--- src/rtl/pipe_stall_unit.sv ---
// rtl/pipe_stall_unit.sv - Pipeline stall/flush responder owning IF/ID and ID/EX control registers.
// Applies freeze > flush > load-use bubble > normal advance each cycle.
module pipe_stall_unit #(
  parameter int DW    = 32,
  parameter int CTRLW = 9,
  parameter int CNTW  = 16
) (
  input  logic             clk,
  input  logic             rst,
  input  logic             load_use_req,
  input  logic             branch_taken,
  input  logic             busy_req,
  input  logic [DW-1:0]    if_pc4,
  input  logic [DW-1:0]    if_instr,
  input  logic [CTRLW-1:0] id_ctrl,
  output logic             pc_we,
  output logic [DW-1:0]    ifid_pc4,
  output logic [DW-1:0]    ifid_instr,
  output logic [CTRLW-1:0] idex_ctrl,
  output logic [CNTW-1:0]  stall_cycles,
  output logic [CNTW-1:0]  flush_count
);

  typedef enum logic [1:0] {RUN, LU_HOLD, FREEZE} state_t;
  typedef enum logic [1:0] {ACT_NORMAL, ACT_FREEZE, ACT_FLUSH, ACT_BUBBLE} act_t;

  localparam logic [CNTW-1:0] CNT_MAX = '1;

  state_t state, state_nxt;
  act_t   act;

  always_ff @(posedge clk) begin
    if (rst) state <= RUN;
    else     state <= state_nxt;
  end

  // LU_HOLD suppresses a second bubble for a load-use request that is still held high
  always_comb begin
    state_nxt = RUN;
    act       = ACT_NORMAL;
    pc_we     = 1'b1;
    if (rst) begin
      pc_we = 1'b0;
    end else if (busy_req) begin
      act       = ACT_FREEZE;
      pc_we     = 1'b0;
      state_nxt = FREEZE;
    end else if (branch_taken) begin
      act = ACT_FLUSH;
    end else if (load_use_req && state != LU_HOLD) begin
      act       = ACT_BUBBLE;
      pc_we     = 1'b0;
      state_nxt = LU_HOLD;
    end
  end

  always_ff @(posedge clk) begin
    if (rst) begin
      ifid_pc4     <= '0;
      ifid_instr   <= '0;
      idex_ctrl    <= '0;
      stall_cycles <= '0;
      flush_count  <= '0;
    end else begin
      case (act)
        ACT_FREEZE: ;
        ACT_FLUSH: begin
          ifid_pc4   <= '0;
          ifid_instr <= '0;
          idex_ctrl  <= '0;
          if (flush_count != CNT_MAX) flush_count <= flush_count + 1'b1;
        end
        ACT_BUBBLE: begin
          idex_ctrl <= '0;
          if (stall_cycles != CNT_MAX) stall_cycles <= stall_cycles + 1'b1;
        end
        default: begin
          ifid_pc4   <= if_pc4;
          ifid_instr <= if_instr;
          idex_ctrl  <= id_ctrl;
        end
      endcase
    end
  end

endmodule

--- config.mk ---
export PLATFORM = sky130hd
export DESIGN_NAME = pipe_stall_unit
export DESIGN_NICKNAME = d
export VERILOG_FILES = /design/src/rtl/pipe_stall_unit.sv
export SDC_FILE = /design/constraint.sdc
export NUM_CORES = 1
export LEC_CHECK = 0
export CAP_MARGIN = 20
export CELL_PAD_IN_SITES_DETAIL_PLACEMENT = 0
export CELL_PAD_IN_SITES_GLOBAL_PLACEMENT = 1
export CORE_ASPECT_RATIO = 1.2
export CORE_MARGIN = 2
export CORE_UTILIZATION = 31
export CTS_CLUSTER_DIAMETER = 60
export CTS_CLUSTER_SIZE = 16
export DETAILED_ROUTE_END_ITERATION = 10
export PLACE_DENSITY = 0.76
export SLEW_MARGIN = 20
export SYNTH_ARGS = -nofsm -noshare
export SYNTH_HDL_FRONTEND = slang
export SYNTH_SLANG_ARGS = --single-unit
--- constraint.sdc ---
create_clock -name clk -period 2.5 [get_ports clk]
set_clock_uncertainty 0.15 [all_clocks]
set_input_delay 0.25 -clock clk [delete_from_list [all_inputs] [get_ports clk]]
set_output_delay 0.25 -clock clk [all_outputs]
set_load 0.02 [all_outputs]
==> impl_metrics.csv <==
group,metric,value,unit
final_layout,mostFrequentLayoutCell,"clkdlybuf4s50_1",
die,fp.dieArea,15000,µm²
final_layout,fillers,1313,
setup_path,slowest_delay,650,ps
global_route,grt_first_pass_wirelength,20100,µm
detailed_routing,wirelength,12400,µm
synth,yosysSeqAreaShare,49.4,%
power_and_ir_drop,p_leak,0.00241,µW
setup_path,start_kind,"input pin",
detailed_routing,avgRoutedWirePerCell,15.6,µm
final_layout,multi_input_area,2060,µm²
clocking,cts_resized,0,
global_route,grt_usage,16.3,%
final_layout,design_area,6700,µm²
synth,synth_edf_count,0,
synth,ys_types,43,
detailed_routing,vias,4039,
power_and_ir_drop,ir_drop,0.291,mV
detailed_routing,ant_nets,0,
die,initial_utilization,31.5,%
final_layout,fin_nets,696,
final_layout,register_area,2140,µm²
synth,ys_ff_latch,107,
setup_path,cp_max_fo,5,
timing,grt_setup_unrepaired,"no",
setup_path,critPathCaptureType,"output port",
global_route,grt_max_degree,44,
outcome,status,"completed",
timing,period_needed,2260,ps
timing,fin_crit_sh,90.4,%
placement,dp_hpwl,9000,µm
timing,timing.hold.ws,75.7,ps
die,core_area,13800,µm²
power_and_ir_drop,design_power_total,3750,µW
clocking,clk_latency,340,ps
placement,gp_congestion,0.756,
die,fp-row-count,47,
clocking,post_cts_buffers,0,
synth,yosys_warnings,0,
setup_path,slowest_stage,"clkdlybuf4s50_1",
job,maxCapViolCount,0,
placement,io_buffers,183,
clocking,clkSinkCount,107,
synth,avgSynthCellArea,9.93,µm²
synth,synthCells,437,
timing,final-hold-violation-count,0,
clocking,htreeDepth,3,
placement,placed_area,6380,µm²
synth,synth_area_leader_cell,"dfxtp_1",
die,fp.dieW,112,µm
power_and_ir_drop,p_per_area,560,nW/µm²
detailed_routing,initialDrtViolationCount,154,
synth,syn_nets,517,
setup_path,crit_chain,"clkdlybuf4s50_1 > nor2_1 > a21boi_0 > clkdlybuf4s50_1",
timing,tightest_slew,652,ps
global_route,antenna_found_initial,0,
clocking,cts_tree,"done",
timing,drv_slew,0,
synth,syn_area,4340,µm²
die,ios,184,
setup_path,critical_path_class,"in2out",
timing,max_freq,442,MHz
global_route,grt_pass1_vias,4037,
detailed_routing,dr.pass1.iters,4,
final_layout,mostFrequentLayoutCells,"182 x clkdlybuf4s50_1, 107 x dfxtp_1, 42 x nor2_1, 39 x a22o_1, 35 x mux2i_1",
synth,netlist.area_leader.share,49.4,%
clocking,cts-root-buf,"clkbuf_16",
detailed_routing,avgViaCountPerCell,5.10,
setup_path,arrival,1860,ps
die,die_h,134,µm
detailed_routing,drc,0,
synth,synth_area_leaders,"dfxtp_1 49%, mux2i_1 8.1%, a22o_1 7.9%",
synth,synthFlopType,"dfxtp_1",
timing,setup_viol,0,
clocking,clk_pin_slew,70,ps
timing,slew_headroom,56.4,%
final_layout,drive_above_1_share,6.44,%
global_route,grt-ovfl-total,0,
clocking,cts_hold_buf,0,
final_layout,diodes,0,
final_layout,syn_to_final_growth,54.3,%
clocking,cts_buffers,9,
hold_path,min_path_type,"in2reg",
synth,synth-async-reset-ratio,0,%
setup_path,required,2100,ps
setup_path,critPathMostFrequentCell,"clkdlybuf4s50_1",
clocking,cts.path.max_buffers,2,
==> cells by family after synthesis <==
logic type / Yosys count / share of synthesized area, %
buf+inv: 35 / 3.60
xor+xnor: 1 / 0.202
mux: 38 / 8.85
simple gates: 155 / 20.5
flops: 107 / 49.4
fa+ha+maj: 2 / 0.577
compound gates: 99 / 16.9
==> power by group <==
part | internal, µW | switching [µW] | leakage (µW)
registers | 1760 | 29.4 | 0.000870
logic | 273 | 213 | 0.00140
clock network | 796 | 683 | 0.000145
total | 2820 | 925 | 0.00241
==> state kept, by name (all words and copies together) (netlist names) <==
name	cells
ifid_instr	32
ifid_pc4	32
flush_count	16
stall_cycles	16
idex_ctrl	9
state	2
==> cells in the mapped netlist (4+ instances only) <==
master and n:
a21oi_1 20, a22o_1 39, and2_0 4, and2_1 32, and3_1 5, and4_1 7, buf_2 8, clkbuf_1 18
dfxtp_1 107, inv_1 6, mux2i_1 35, nand2_1 9, nand3_1 7, nand4_1 12, nor2_1 43, nor2b_1 5
nor3_1 4, o21ai_0 9, o31ai_1 10, o41ai_1 4, or3_1 7, or4_1 10
==> worst max-delay path, delay by kind of cell <==
kind	cells	cell delay, ps
and+or+nand+nor	1	230
buffers and inverters	2	1170
AOI/OAI and AO/OA	1	210
==> final timing paths <==
kind	from	end	slack (ps)	depth (start not counted)
setup / recovery	busy_req	pc_we	240	4
hold / removal	rst	state[1]$_SDFF_PP0_	80	2
setup reg to reg	stall_cycles[0]$_SDFFE_PP0P_	stall_cycles[7]$_SDFFE_PP0P_	480	5
hold reg to reg	idex_ctrl[4]$_SDFFE_PP0P_	idex_ctrl[4]$_SDFFE_PP0P_	330	1
==> layer usage <==
layer	share of wire (%)	GRT usage [%]
met2	48	28.0
met4	0.95	4.47
met5	0	0
met1	41	18.9
met3	9.4	6.69
==> layout make-up <==
class	instances	area share, %
timing repair buffer	197	29.0
clock buffer	9	3.36
inverter	6	0.336
multi-input combinational	295	30.8
tap	171	3.20
clock inverter	7	1.23
sequential	107	32.0
==> per-stage QoR <==
step / worst slack (ps) / cells / setup TNS, ps / util, %
after detailed placement: -26.3 / 776 / -471 / 46.4
after CTS: 215 / 792 / 0 / 48.6
after floorplan: 537 / 437 / 0 / -
after global routing: 92.7 / 792 / 0 / 48.7
final: 239 / 792 / 0 / 48.7
after global placement: -6.89 / 776 / -162 / 46.4
(Power assumes the default switching activity.)
